## config.mk

```make
export PLATFORM = sky130hd
export DESIGN_NAME = vid_pix_out
export DESIGN_NICKNAME = d
export VERILOG_FILES = /design/src/rtl/vid_pkg.sv /design/src/rtl/vid_edge_det.sv /design/src/rtl/vid_pix_out.sv
export SDC_FILE = /design/constraint.sdc
export NUM_CORES = 1
export LEC_CHECK = 0
export CAP_MARGIN = 30
export CELL_PAD_IN_SITES_DETAIL_PLACEMENT = 0
export CELL_PAD_IN_SITES_GLOBAL_PLACEMENT = 1
export CORE_MARGIN = 1.5
export CORE_UTILIZATION = 36
export CTS_BUF_LIST = sky130_fd_sc_hd__clkbuf_16
export DETAILED_ROUTE_END_ITERATION = 12
export PLACE_DENSITY = 0.9
export SLEW_MARGIN = 20
export SYNTH_ARGS = -nofsm -noshare
export SYNTH_HDL_FRONTEND = slang
export SYNTH_HIERARCHICAL = 1
export SYNTH_SLANG_ARGS = --single-unit
```

## constraint.sdc

```tcl
create_clock -name clk -period 2.9 [get_ports clk]
set_clock_uncertainty 0.1 [all_clocks]
set_input_delay 0.435 -clock clk [delete_from_list [all_inputs] [get_ports clk]]
set_output_delay 0.435 -clock clk [all_outputs]
set_load 0.01 [all_outputs]
```

## src/rtl/vid_pkg.sv

```systemverilog
// Shared video definitions: FSM state encoding and default pixel constants.
package vid_pkg;
   localparam int DW_DEF = 24;
   localparam logic [DW_DEF-1:0] FILL_DEF = 24'h000000;

   typedef enum logic [1:0] {
      WAIT_VS = 2'b01,
      ACTIVE  = 2'b10
   } state_t;
endpackage

```

## src/rtl/vid_edge_det.sv

```systemverilog
// Registered 1-bit rise/fall detector, updated every clock.
module vid_edge_det (
   input  logic clk,
   input  logic rst_n,
   input  logic i_sig,
   output logic o_rise,
   output logic o_fall
);
   logic r_d;

   always_ff @(posedge clk) begin
      if (!rst_n) r_d <= 1'b0;
      else        r_d <= i_sig;
   end

   assign o_rise = i_sig & ~r_d;
   assign o_fall = ~i_sig & r_d;
endmodule

```

## src/rtl/vid_pix_out.sv

```systemverilog
// Pixel output stage: drains a show-ahead FIFO under the timing generator's
// data window and emits a registered stream with SOF/SOL and sticky errors.
module vid_pix_out
   import vid_pkg::*;
#(
   parameter int DW = DW_DEF,
   parameter int PIX_PER_LINE = 16,
   parameter int LINES = 2,
   parameter logic [DW-1:0] FILL = DW'(FILL_DEF)
) (
   input  logic          clk,
   input  logic          rst_n,
   input  logic          ena,
   input  logic          hsync,
   input  logic          vsync,
   input  logic          daten,
   input  logic [DW-1:0] fifo_dat,
   input  logic          fifo_empty,
   output logic          fifo_rd,
   output logic [DW-1:0] pix_dat,
   output logic          pix_vld,
   output logic          pix_sof,
   output logic          pix_sol,
   output logic [7:0]    line_cnt,
   output logic          frame_done,
   input  logic          err_clr,
   output logic          underrun,
   output logic          len_err,
   output logic          frm_err
);
   localparam logic [15:0] PPL = 16'(PIX_PER_LINE);
   localparam logic [7:0]  NL  = 8'(LINES);

   state_t        r_state, w_state_nxt;
   logic [15:0]   r_pix_cnt, w_pix_nxt;
   logic [7:0]    r_line_cnt, w_line_nxt, w_line_inc;
   logic [DW-1:0] r_pix_dat;
   logic          r_pix_vld, r_sof, r_sol, r_done;
   logic          r_und, r_len, r_frm;
   logic          w_vs_rise, w_vs_fall, w_de_rise, w_de_fall;
   logic          w_pt, w_done, w_len_set, w_frm_set;
   logic          w_unused;

   vid_edge_det u_vs (
      .clk    (clk),
      .rst_n  (rst_n),
      .i_sig  (vsync),
      .o_rise (w_vs_rise),
      .o_fall (w_vs_fall)
   );

   vid_edge_det u_de (
      .clk    (clk),
      .rst_n  (rst_n),
      .i_sig  (daten),
      .o_rise (w_de_rise),
      .o_fall (w_de_fall)
   );

   assign w_unused = ^{w_vs_fall, w_de_rise, hsync};

   assign w_pt    = ena & daten & (r_state == ACTIVE);
   assign fifo_rd = w_pt & ~fifo_empty;
   assign w_line_inc = r_line_cnt + 8'd1;

   always_comb begin
      w_state_nxt = r_state;
      w_pix_nxt   = r_pix_cnt;
      w_line_nxt  = r_line_cnt;
      w_done      = 1'b0;
      w_len_set   = 1'b0;
      w_frm_set   = 1'b0;
      unique case (r_state)
         WAIT_VS: begin
            if (w_vs_rise) begin
               w_state_nxt = ACTIVE;
               w_pix_nxt   = '0;
               w_line_nxt  = '0;
            end
         end
         ACTIVE: begin
            if (w_pt && r_pix_cnt != 16'hFFFF)
               w_pix_nxt = r_pix_cnt + 16'd1;
            if (w_de_fall) begin
               w_len_set  = (r_pix_cnt != PPL);
               w_pix_nxt  = '0;
               w_line_nxt = w_line_inc;
               if (w_line_inc == NL) begin
                  w_done      = 1'b1;
                  w_state_nxt = WAIT_VS;
               end
            end
            // Line end is counted first; a vsync edge then restarts the frame.
            if (w_vs_rise) begin
               w_frm_set   = ~w_done;
               w_pix_nxt   = '0;
               w_line_nxt  = '0;
               w_state_nxt = ACTIVE;
            end
         end
         default: w_state_nxt = WAIT_VS;
      endcase
   end

   always_ff @(posedge clk) begin
      if (!rst_n) begin
         r_state    <= WAIT_VS;
         r_pix_cnt  <= '0;
         r_line_cnt <= '0;
         r_pix_dat  <= '0;
         r_pix_vld  <= 1'b0;
         r_sof      <= 1'b0;
         r_sol      <= 1'b0;
         r_done     <= 1'b0;
         r_und      <= 1'b0;
         r_len      <= 1'b0;
         r_frm      <= 1'b0;
      end else begin
         r_state    <= w_state_nxt;
         r_pix_cnt  <= w_pix_nxt;
         r_line_cnt <= w_line_nxt;
         r_done     <= w_done;
         r_pix_vld  <= w_pt;
         r_sol      <= w_pt & (r_pix_cnt == '0);
         r_sof      <= w_pt & (r_pix_cnt == '0) & (r_line_cnt == '0);
         if (w_pt) r_pix_dat <= fifo_empty ? FILL : fifo_dat;
         r_und <= (w_pt & fifo_empty) | (r_und & ~err_clr);
         r_len <= w_len_set | (r_len & ~err_clr);
         r_frm <= w_frm_set | (r_frm & ~err_clr);
      end
   end

   assign pix_dat    = r_pix_dat;
   assign pix_vld    = r_pix_vld;
   assign pix_sof    = r_sof;
   assign pix_sol    = r_sol;
   assign line_cnt   = r_line_cnt;
   assign frame_done = r_done;
   assign underrun   = r_und;
   assign len_err    = r_len;
   assign frm_err    = r_frm;
endmodule

```

=== After elaboration in Yosys (flattened, before gate mapping) ===
Index checks and enable logic that the tools add are counted.

* Flip-flop bits (word level): 59
* Latch bits: 0
* RAM bits: 0
* Bits in read-only memories: 0
* Bits of input ports: 32
* Logic and storage cells: 73
* Memories: 0

* Add/subtract/negate cells: 2
* Multipliers: 0
* Divide/modulo/power cells: 0
* Magnitude comparators: 0
* Equality and inequality tests: 9
* Shifts and indexed selects: 0
* Mux-type cells: 22
* Bitwise operators: 19
* Reductions and logical operators: 8

{| class="wikitable"
|+ Operators with widths
! operator !! count
|-
| $mux 16 || 4
|-
| $pmux 16 s2 || 1
|-
| $mux 24 || 1
|-
| $mux 8 || 3
|-
| $add 16x1->16 const B || 1
|-
| $logic_not 16->1 || 1
|-
| $ne 16x16->1 const B || 1
|-
| $ne 16x5->1 const B || 1
|-
| $pmux 8 s2 || 1
|-
| $and 1x1->1 || 11
|-
| $reduce_and 3->1 || 3
|-
| $add 8x1->8 const B || 1
|-
| $eq 8x2->1 const B || 1
|-
| $logic_not 8->1 || 1
|-
| $mux 2 || 4
|-
| $mux 1 || 7
|-
| $ne 3x1->1 const B || 2
|-
| $not 1->1 || 5
|-
| $ne 4x1->1 const B || 1
|-
| $pmux 2 s2 || 1
|-
| $or 1x1->1 || 3
|-
| $eq 2x1->1 const B || 1
|-
| $eq 2x2->1 const B || 1
|-
| $ne 2x1->1 const B || 1
|-
| other kinds (3) || 3
|}

=== Longest topological paths before layout ===
Gate-level depths: netlist of the first run.

* Depth after elaboration: 9
* Mapped depth: 10
* Depth with buffers taken out: 7

=== By module ===
The synthesis of the first run kept the hierarchy.

{| class="wikitable"
|+ Modules (own cells, without submodules)
! module !! instances !! cells an instance !! area each (um^2) !! seq. area each (um^2)
|-
| vid_pix_out || 1 || 338 || 2,819.0 || 1,141.1
|-
| vid_edge_det || 2 || 4 || 38.8 || 20.0
|}

=== Worst setup path before layout of the first run ===
Ideal clock, no wire load.

* Path kind: register to register
* Start: register r_line_cnt[0], in the netlist line_cnt[0]
* End: register r_state[0]
* Library setup time: 95 ps
* Arrival: 1,868 ps
* Required time: 2,705 ps
* Path slack: 837 ps
* Cell stages (with the launch flop): 7
* Buffers on the path: 0
* Cells stage by stage: dfxtp_1 -> ha_1 -> nand3_1 -> nor2_1 -> xor2_1 -> or4_1 -> a221oi_1

* Word-level cells in the longest chain between the ends: 4

{| class="wikitable"
|+ Ends and longest elaborated chain
! element !! line !! source
|-
| start, declared || vid_pix_out.sv:36 || <nowiki>logic [7:0] r_line_cnt, w_line_nxt, w_line_inc;</nowiki>
|-
| start signal, assigned || vid_pix_out.sv:121 || <nowiki>r_line_cnt <= w_line_nxt;</nowiki>
|-
| $add 8x1->8 || vid_pix_out.sv:64 || <nowiki>assign w_line_inc = r_line_cnt + 8'd1;</nowiki>
|-
| $eq 8x2->1 || vid_pix_out.sv:88 || <nowiki>if (w_line_inc == NL) begin</nowiki>
|-
| $ne 3x1->1 (no source line) || - ||
|-
| $reduce_and 3->1 (no source line) || - ||
|-
| end signal, assigned || vid_pix_out.sv:119 || <nowiki>r_state <= w_state_nxt;</nowiki>
|-
| end, declared || vid_pix_out.sv:34 || <nowiki>state_t r_state, w_state_nxt;</nowiki>
|}

Every way passes these cells.
A chain may end at the register's enable or synchronous reset.

=== Worst setup path in the final report of the first run ===
* Start: register r_state[0]
* End: output port fifo_rd

* Word-level cells in the longest chain between the ends: 3

{| class="wikitable"
|+ Ends and longest elaborated chain
! element !! line !! source
|-
| $eq 2x2->1 || vid_pix_out.sv:62 || <nowiki>assign w_pt = ena & daten & (r_state == ACTIVE);</nowiki>
|-
| $and 1x1->1 || vid_pix_out.sv:62 ||
|-
| $and 1x1->1 || vid_pix_out.sv:63 || <nowiki>assign fifo_rd = w_pt & ~fifo_empty;</nowiki>
|-
| end, declared || vid_pix_out.sv:19 || <nowiki>output logic fifo_rd,</nowiki>
|}

Every way passes these cells.

==> results.py, run 1 <==
metrics = {
    "outcome": {
        "status": "finished, final reports clean",
    },
    "placement": {
        "globalplace.congestion": 0.854,
        "port_bufs": 70,
        "dpl_cell_area_mm2": 0.00367,
        "place_worst_setup_slack_ns": 0.219,
        "place.detailed.hpwl_um": 5090,
    },
    "timing": {
        "finalSetupViolCount": 0,
        "hold_viol": 0,
        "timing.final.crit_period_ns": 2.63,
        "rsz0062_at_grt": "false",
        "final.period_utilization_pct": 90.5,
        "postLayoutSetupSlackWorst_ns": 0.275,
        "fin_setup_tns_ns": 0,
        "achievable-frequency_mhz": 381,
        "worst_slew_pin_slew_ns": 0.764,
        "final-max-slew-violation-count": 0,
        "slew_headroom_pct": 48.4,
        "holdWs_ns": 0.380,
    },
    "clock_network": {
        "tritoncts": "built",
        "numCtsBuffers": 9,
        "clk_root_buffer_cell": "clkbuf_16",
        "post_cts_buffers": 0,
        "clkLatencyLatePin_ns": 0.33,
        "numClockSinks": 59,
        "cts_htree_levels": 3,
        "max-clock-path-buffers": 2,
        "cts_hold_repair.buffers": 0,
        "post_cts.resized_instances": 0,
        "clk_transition_reported_paths_ns": 0.05,
    },
    "power": {
        "power.static_leakage_nw": 1.36,
        "worst_ir_drop_vdd_v": 0.000352,
        "pwr_dens_mw_per_mm2": 559,
    },
    "floorplanning": {
        "floorplan.initialDensity_pct": 37.3,
        "fp-row-count": 32,
        "die_width_um": 92.5,
        "overall_die_area_mm2": 0.00856,
        "core-area_mm2": 0.00773,
        "total_i_o_pin_count": 72,
        "die_h_um": 92.5,
    },
    "route": {
        "drc": 0,
        "detail_route.iter0.violations": 155,
        "avgViaCountPerCell": 5.19,
        "antenna_violating_nets_post_route": 0,
        "first_pass_drt_iterations": 5,
        "vias": 2689,
        "routed_wl_um": 7140,
        "avgRoutedWirePerCell_um": 13.8,
    },
    "global_routing": {
        "grt_first_pass_wirelength_um": 12400,
        "grt_start_max_net_pins": 28,
        "number_of_antenna_violations_at_the_first_check_in_global_routing": 0,
        "first_global_vias": 2682,
        "gr-total-overflow": 0,
        "overall_global_routing_usage_pct": 18.2,
    },
    "worst_setup_path": {
        "cp_cell_sequence": "inv_1 -> ha_1 -> nand3_4 -> nor2_1 -> clkdlybuf4s50_1",
        "critPathMaxStageDelay_ns": 0.54,
        "startpoint": "r_state[0]",
        "start_kind": "register",
        "r2r.worst_path.cells": 7,
        "reg2reg_from": "r_state[0]",
        "timing.critical_path.fanout_max": 14,
        "crit_path_top_delay_cell": "clkdlybuf4s50_1",
        "worstPathRequired_ns": 2.37,
        "critPathArrivalTime_ns": 2.09,
        "worst_setup_ep_type": "output port",
        "category_of_the_critical_setup_timing_path": "reg -> out",
    },
    "finish": {
        "fin_nets": 451,
        "area_delta_synth_final_pct": 38.0,
        "finalInstanceArea_mm2": 0.00398,
        "share_of_final_layout_standard_cells_stronger_than_drive_strength_1_pct": 8.17,
        "n_antenna_cell": 0,
    },
    "synth": {
        "yosys_warnings": 6,
        "post_synth.cell_area_avg_um2": 8.38,
        "syn-num-nets": 383,
        "post_synth_instance_area_mm2": 0.00288,
        "syn_inst": 344,
    },
    "run": {
        "max_cap_violations": 0,
    },
    "worst_hold_path": {
        "hold_class": "reg -> reg",
        "min_delay_path_depth": 2,
        "hold_start": "underrun",
    },
}
[sequential cells by signal, indices dropped and copies added (netlist names)]
name        flops
u_vs/r_d        1
pix_dat        24
underrun        1
pix_sol         1
r_pix_cnt      16
frame_done      1
pix_sof         1
r_state         2
len_err         1
frm_err         1
u_de/r_d        1
line_cnt        8
pix_vld         1
[worst max-delay path, delay by kind of cell, from the launching register on]
kind                     cells  cell delay [ns]
adder cells (fa/ha/maj)      1             0.41
flip-flops                   1             0.31
AND/OR/NAND/NOR              2             0.40
buffers and inverters        2             0.63
[cell usage in the layout (no fill, tap or decap), types with 3 or more instances in the layout]
cell type,instances
clkdlybuf4s50_1,70
dfxtp_1,59
nor2_1,46
a21oi_1,36
nor3b_1,25
nand2_1,23
nand3_1,15
inv_1,10
clkbuf_16,9
or3_1,7
ha_1,7
buf_4,7
or4_1,5
nor3_1,5
nor4_1,5
o211ai_1,5
nor2b_1,4
xor2_1,4
nand2b_1,4
nand4_1,3
a22oi_1,3
xnor2_1,3
o21ai_0,3
mux2i_1,3
o2111ai_1,3
o21ai_1,3
[final cells by class]
cell class	count	area (um^2)
Clock buffer	9	225
Sequential cell	59	1180
Multi-Input combinational cell	253	1560
Inverter	12	46.3
Clock inverter	6	81.3
Fill cell	720	3750
Tap cell	102	128
Timing Repair Buffer	77	753
[through the flow]
stage	power (mW)	util (%)	instances
after global routing	2.31	51.5	518
final	2.23	51.5	518
after floorplan	1.04	-	344
after global placement	1.13	47.5	503
after detailed placement	1.14	47.5	503
after CTS	2.25	51.5	518
[worst paths after layout]
check	endpoint	slack (ns)
worst min register to register	underrun	0.38
worst max-delay path	fifo_rd	0.27
worst min-delay path	underrun	0.38
worst max register to register	r_pix_cnt[4]	0.47
[layer usage]
| metal | vias to the layer above | routed length (um) | part of all wire (%) | global-route usage (%) |
|---|---|---|---|---|
| met2 | 85 | 3060 | 43 | 27.6 |
| met3 | 14 | 621 | 8.7 | 6.65 |
| met1 | 1225 | 3300 | 46 | 22.5 |
| li1 | 1365 | - | - | - |
| met4 | 0 | 161 | 2.3 | 9.62 |
| met5 | - | 0 | 0 | 0 |
[where the power goes]
group,leakage (nW),switching (mW),internal (mW)
Combinational,0.740,0.163,0.127
Sequential,0.476,0.00816,0.825
Clock,0.149,0.363,0.740
No activity file was read; power rests on OpenSTA's default activity.
==> inputs of run 2 (changes only) <==
Settings changed: REMOVE_ABC_BUFFERS from default to 1.
==> run 2 against run 1 <==
  * Critical path depth is 2 higher
  * Flip-flop and latch count unchanged
  * Worst hold slack got worse by 0.0064 ns
  * Design area shrank 0.35%
  * Setup slack better by 0.25 ns
  * Final cell count up 0.19%
  * Non-clock buffer count stayed put
  * Maximum frequency up 11%
  * Die area did not move
  * Utilization is 0.18 points lower
  * Critical path type is now in -> reg
  * Largest power group unchanged
==> results.py, run 2 (synthesis results as in run 1) <==
metrics = {
    "worst_setup_path": {
        "worstPathRequired_ns": 3.07,
        "worst-r2r-setup-slack_ns": 0.65,
        "critical_path.reg2reg.endpoint": "r_state[0]",
        "startpoint": "vsync",
        "critPathArrivalTime_ns": 2.54,
        "worst_setup_ep_type": "register",
        "crit_end": "r_pix_cnt[4]",
        "category_of_the_critical_setup_timing_path": "in -> reg",
        "timing.critical_path.fanout_max": 14,
        "r2r.worst_path.cells": 6,
        "crit_path_top_delay_cell": "or4_1",
        "reg2reg_from": "line_cnt[0]",
        "start_kind": "primary input",
        "cp_cell_sequence": "clkdlybuf4s50_1 -> nor2b_1 -> nor2b_2 -> nor3_2 -> o21ai_4 -> or4_1 -> nand2_1",
        "critPathMaxStageDelay_ns": 0.51,
    },
    "placement": {
        "place.detailed.hpwl_um": 4890,
        "dp_cells": 503,
        "port_bufs": 70,
        "dpl_cell_area_mm2": 0.00367,
        "globalplace.congestion": 0.823,
    },
    "clock_network": {
        "tritoncts": "built",
        "post_cts_buffers": 0,
        "post_cts.resized_instances": 0,
        "clk_transition_reported_paths_ns": 0.05,
        "numClockSinks": 59,
        "cts_hold_repair.buffers": 0,
        "clkLatencyLatePin_ns": 0.33,
        "clk_root_buffer_cell": "clkbuf_16",
        "max-clock-path-buffers": 2,
        "numCtsBuffers": 9,
        "cts_htree_levels": 3,
    },
    "timing": {
        "finalSetupViolCount": 0,
        "rsz0062_at_grt": "false",
        "worst_slew_pin_slew_ns": 0.701,
        "final.period_utilization_pct": 81.8,
        "final-max-slew-violation-count": 0,
        "timing.final.crit_period_ns": 2.37,
        "achievable-frequency_mhz": 422,
        "slew_headroom_pct": 52.7,
        "fin_setup_tns_ns": 0,
        "hold_viol": 0,
    },
    "route": {
        "detail_route.iter0.violations": 150,
        "routed_wl_um": 7160,
        "drc": 0,
        "antenna_violating_nets_post_route": 0,
        "avgViaCountPerCell": 5.22,
        "avgRoutedWirePerCell_um": 13.8,
        "vias": 2710,
        "first_pass_drt_iterations": 6,
    },
    "floorplanning": {
        "die_h_um": 92.5,
        "fp-row-count": 32,
        "die_width_um": 92.5,
        "overall_die_area_mm2": 0.00856,
        "total_i_o_pin_count": 72,
        "core-area_mm2": 0.00773,
        "floorplan.initialDensity_pct": 37.3,
    },
    "finish": {
        "fin_nets": 451,
        "final_cell_mix": "70 x clkdlybuf4s50_1, 59 x dfxtp_1, 46 x nor2_1",
        "largest_reg_flops": 24,
        "share_of_final_layout_standard_cells_stronger_than_drive_strength_1_pct": 8.39,
        "fill_cells": 712,
        "area.sequential_mm2": 0.00118,
        "finalInstanceArea_mm2": 0.00397,
        "leading_cell_type_in_the_layout_fill_and_taps_excluded": "clkdlybuf4s50_1",
        "n_antenna_cell": 0,
        "layoutNonFillerInstCount": 519,
        "multiInputGateArea_mm2": 0.00156,
        "finish.utilization_pct": 51.3,
        "area_delta_synth_final_pct": 37.5,
    },
    "global_routing": {
        "overall_global_routing_usage_pct": 17.4,
        "grt_first_pass_wirelength_um": 11800,
        "gr-total-overflow": 0,
        "number_of_antenna_violations_at_the_first_check_in_global_routing": 0,
        "grt_start_max_net_pins": 50,
        "first_global_vias": 2473,
    },
    "power": {
        "power.static_leakage_nw": 1.36,
        "power.share.combinational_pct": 13.4,
        "worst_ir_drop_vdd_v": 0.000305,
        "clock_power_share_pct": 48.1,
        "seq_power_share_pct": 38.5,
        "pwr_dens_mw_per_mm2": 546,
        "p_int_mw": 1.61,
        "switchingPower_uw": 551,
        "switching_share_pct": 25.5,
    },
    "run": {
        "max_cap_violations": 0,
    },
    "worst_hold_path": {
        "hold_class": "reg -> reg",
    },
    "outcome": {
        "status": "finished, final reports clean",
    },
}
==> run 2: cell count changes in the layout (fill, tap and decap cells not counted) <==
cell	previous run	this run
bufinv_16	2	1
clkinvlp_4	1	2
inv_6	0	1
==> run 2: how the worst min path moves through the flow <==
stage	from	end	cells past startpoint	slack, ns
floorplan	r_pix_cnt[11]	r_pix_cnt[11]	2	0.36
global placement	len_err	len_err	2	0.36
detailed placement	len_err	len_err	2	0.37
CTS	len_err	len_err	2	0.38
global route	pix_dat[21]	pix_dat[21]	2	0.41
finish	len_err	len_err	2	0.37
==> run 2: power by group through the flow <==
| stage | clock network (mW) | logic, mW | registers [mW] |
|---|---|---|---|
| 4_1_cts | 1.06 | 0.290 | 0.832 |
| 5_1_grt | 1.11 | 0.319 | 0.834 |
| 2_1_floorplan | 0 | 0.162 | 0.850 |
| 3_5_place_dp | 0 | 0.288 | 0.850 |
| 6_report | 1.04 | 0.289 | 0.833 |
| 3_3_place_gp | 0 | 0.281 | 0.849 |
==> run 2: critical path, delay by kind of cell <==
family          cells  cell delay, ns
compound gates      1            0.23
buf+inv             1            0.47
simple gates        5            1.41
==> run 2: metrics by stage <==
| stage | power, mW | hold WS [ns] | worst slack [ns] |
|---|---|---|---|
| 3_5_place_dp | 1.14 | 0.372 | 0.195 |
| 3_3_place_gp | 1.13 | 0.362 | 0.226 |
| 5_1_grt | 2.26 | 0.411 | 0.407 |
| 2_1_floorplan | 1.01 | 0.361 | 0.540 |
| 6_report | 2.16 | 0.374 | 0.529 |
| 4_1_cts | 2.19 | 0.378 | 0.539 |
==> run 2: layout make-up <==
cell class,count,share of cell area [%]
multi-input combinational,253,39.4
sequential,59,29.8
timing repair buffer,77,19.0
clock buffer,9,5.68
tap,102,3.22
clock inverter,7,1.70
inverter,12,1.17
==> run 2: per-layer routing <==
metal	GRT usage (%)	routed length (um)
met1	21.8	3270
met2	27.1	3320
met3	6.24	454
met4	6.92	114
met5	0	0
==> inputs of run 3 (changes only) <==
Clock period 2.9 ns to 2.4 ns, I/O delays scaled along.
==> run 3 against run 2 <==
  * Critical path depth decreased by 2
  * Final cell count grew 3.1%
  * Routed wire length grew 1.3%
  * Sequential share of layout area is 0.64 points lower
  * Largest power group unchanged
  * Utilization up 1.1 points
  * Via count is 0.85% higher
  * Non-clock buffer count grew 16
==> results.py, run 3 (synthesis results as in run 1) <==
metrics = {
    "outcome": {
        "status": "finished, final reports clean",
    },
    "worst_hold_path": {
        "min_delay_path_depth": 2,
        "hold_start": "underrun",
        "hold_end": "underrun",
        "hold_class": "reg -> reg",
    },
    "floorplanning": {
        "die_h_um": 92.5,
        "floorplan.initialDensity_pct": 37.3,
        "total_i_o_pin_count": 72,
        "fp-row-count": 32,
        "core-area_mm2": 0.00773,
        "die_width_um": 92.5,
        "overall_die_area_mm2": 0.00856,
    },
    "timing": {
        "rsz0062_at_grt": "false",
        "worst_slew_pin_slew_ns": 0.592,
        "fin_setup_tns_ns": 0,
        "finalSetupViolCount": 0,
        "final-max-slew-violation-count": 0,
        "final.period_utilization_pct": 93.6,
        "slew_headroom_pct": 60.5,
        "achievable-frequency_mhz": 445,
        "timing.final.crit_period_ns": 2.25,
        "hold_viol": 0,
    },
    "clock_network": {
        "tritoncts": "built",
        "cts_hold_repair.buffers": 0,
        "cts_htree_levels": 3,
        "max-clock-path-buffers": 2,
        "post_cts_buffers": 0,
        "clkLatencyLatePin_ns": 0.32,
        "clk_transition_reported_paths_ns": 0.05,
        "numClockSinks": 59,
        "post_cts.resized_instances": 0,
        "numCtsBuffers": 9,
        "clk_root_buffer_cell": "clkbuf_16",
    },
    "placement": {
        "dp_cells": 519,
        "dpl_cell_area_mm2": 0.00379,
        "place.detailed.hpwl_um": 5150,
        "port_bufs": 70,
        "globalplace.congestion": 0.791,
    },
    "global_routing": {
        "grt_first_pass_wirelength_um": 12200,
        "overall_global_routing_usage_pct": 17.7,
        "grt_start_max_net_pins": 50,
        "first_global_vias": 2623,
        "gr-total-overflow": 0,
        "number_of_antenna_violations_at_the_first_check_in_global_routing": 0,
    },
    "finish": {
        "leading_cell_type_in_the_layout_fill_and_taps_excluded": "clkdlybuf4s50_1",
        "layoutNonFillerInstCount": 535,
        "largest_reg_flops": 24,
        "share_of_final_layout_standard_cells_stronger_than_drive_strength_1_pct": 11.5,
        "fin_nets": 467,
        "final_cell_mix": "70 x clkdlybuf4s50_1, 59 x dfxtp_1, 46 x nor2_1",
        "n_antenna_cell": 0,
        "finalInstanceArea_mm2": 0.00405,
        "area_delta_synth_final_pct": 40.5,
    },
    "worst_setup_path": {
        "worstPathRequired_ns": 1.94,
        "timing.critical_path.fanout_max": 5,
        "start_kind": "register",
        "worst_setup_ep_type": "output port",
        "r2r.worst_path.cells": 6,
        "worst-r2r-setup-slack_ns": 0.19,
        "critical_path.reg2reg.endpoint": "r_state[0]",
        "critPathArrivalTime_ns": 1.79,
        "category_of_the_critical_setup_timing_path": "reg -> out",
        "reg2reg_from": "line_cnt[1]",
    },
    "run": {
        "max_cap_violations": 0,
    },
    "route": {
        "antenna_violating_nets_post_route": 0,
        "drc": 0,
        "avgRoutedWirePerCell_um": 13.6,
        "avgViaCountPerCell": 5.11,
        "detail_route.iter0.violations": 90,
        "first_pass_drt_iterations": 4,
        "vias": 2733,
        "routed_wl_um": 7250,
    },
    "power": {
        "switchingPower_uw": 642,
        "switching_share_pct": 25.6,
        "power.static_leakage_nw": 1.43,
        "power.share.combinational_pct": 15.4,
        "worst_ir_drop_vdd_v": 0.000405,
        "clock_power_share_pct": 44.4,
        "p_int_mw": 1.86,
        "pwr_dens_mw_per_mm2": 618,
        "seq_power_share_pct": 40.2,
    },
}
-- run 3: changes by cell type in the layout (fill, tap and decap cells not counted) --
cell        delta
clkinv_1       +1
clkinvlp_4     -1
inv_6          -1
bufinv_16      -1
clkinv_2       +2
buf_4         +16
-- run 3: critical path: stages (launching register included) --
cell,delay [ns]
dfxtp_1,0.31
inv_1,0.10
ha_1,0.27
nand3_4,0.13
nor2_1,0.10
clkdlybuf4s50_1,0.56
-- run 3: worst max-delay path by stage --
stage,start,end,cells past startpoint
2_1_floorplan,r_state[0],r_pix_cnt[4],7
3_3_place_gp,vsync,r_pix_cnt[10],8
3_5_place_dp,vsync,r_pix_cnt[10],8
4_1_cts,r_state[0],fifo_rd,5
5_1_grt,r_state[0],fifo_rd,5
6_report,r_state[0],fifo_rd,5
-- run 3: power by group through the flow --
stage                     logic (mW)  registers (mW)  clock network, mW
after floorplan                0.196            1.03                  0
after global placement         0.377            1.03                  0
after detailed placement       0.384            1.03                  0
after CTS                      0.385            1.01               1.14
after global routing           0.422            1.01               1.18
final                          0.386            1.01               1.11
-- run 3: cell type report --
class | instances | area (um^2)
Timing Repair Buffer | 93 | 873
Fill cell | 708 | 3670
Multi-Input combinational cell | 253 | 1560
Clock inverter | 7 | 35.0
Tap cell | 102 | 128
Clock buffer | 9 | 225
Sequential cell | 59 | 1180
Inverter | 12 | 46.3
-- run 3: metal layers --
layer	wire (um)	track usage (%)	up-vias	share of wire, %
met4	92	6.28	0	1.3
met5	0	0	-	0
li1	-	-	1396	-
met2	3370	27.5	59	46
met1	3320	22.0	1270	46
met3	474	7.06	8	6.5
-- run 3: stage by stage --
stage | hold slack (ns) | setup slack, ns | total power, mW | util, %
after detailed placement | 0.362 | -0.0168 | 1.41 | 49.1
after global placement | 0.361 | 0.000757 | 1.40 | 49.1
final | 0.368 | 0.154 | 2.51 | 52.4
after CTS | 0.370 | 0.122 | 2.53 | 52.4
after floorplan | 0.361 | 0.0401 | 1.22 | -
after global routing | 0.395 | 0.0000244 | 2.61 | 52.4
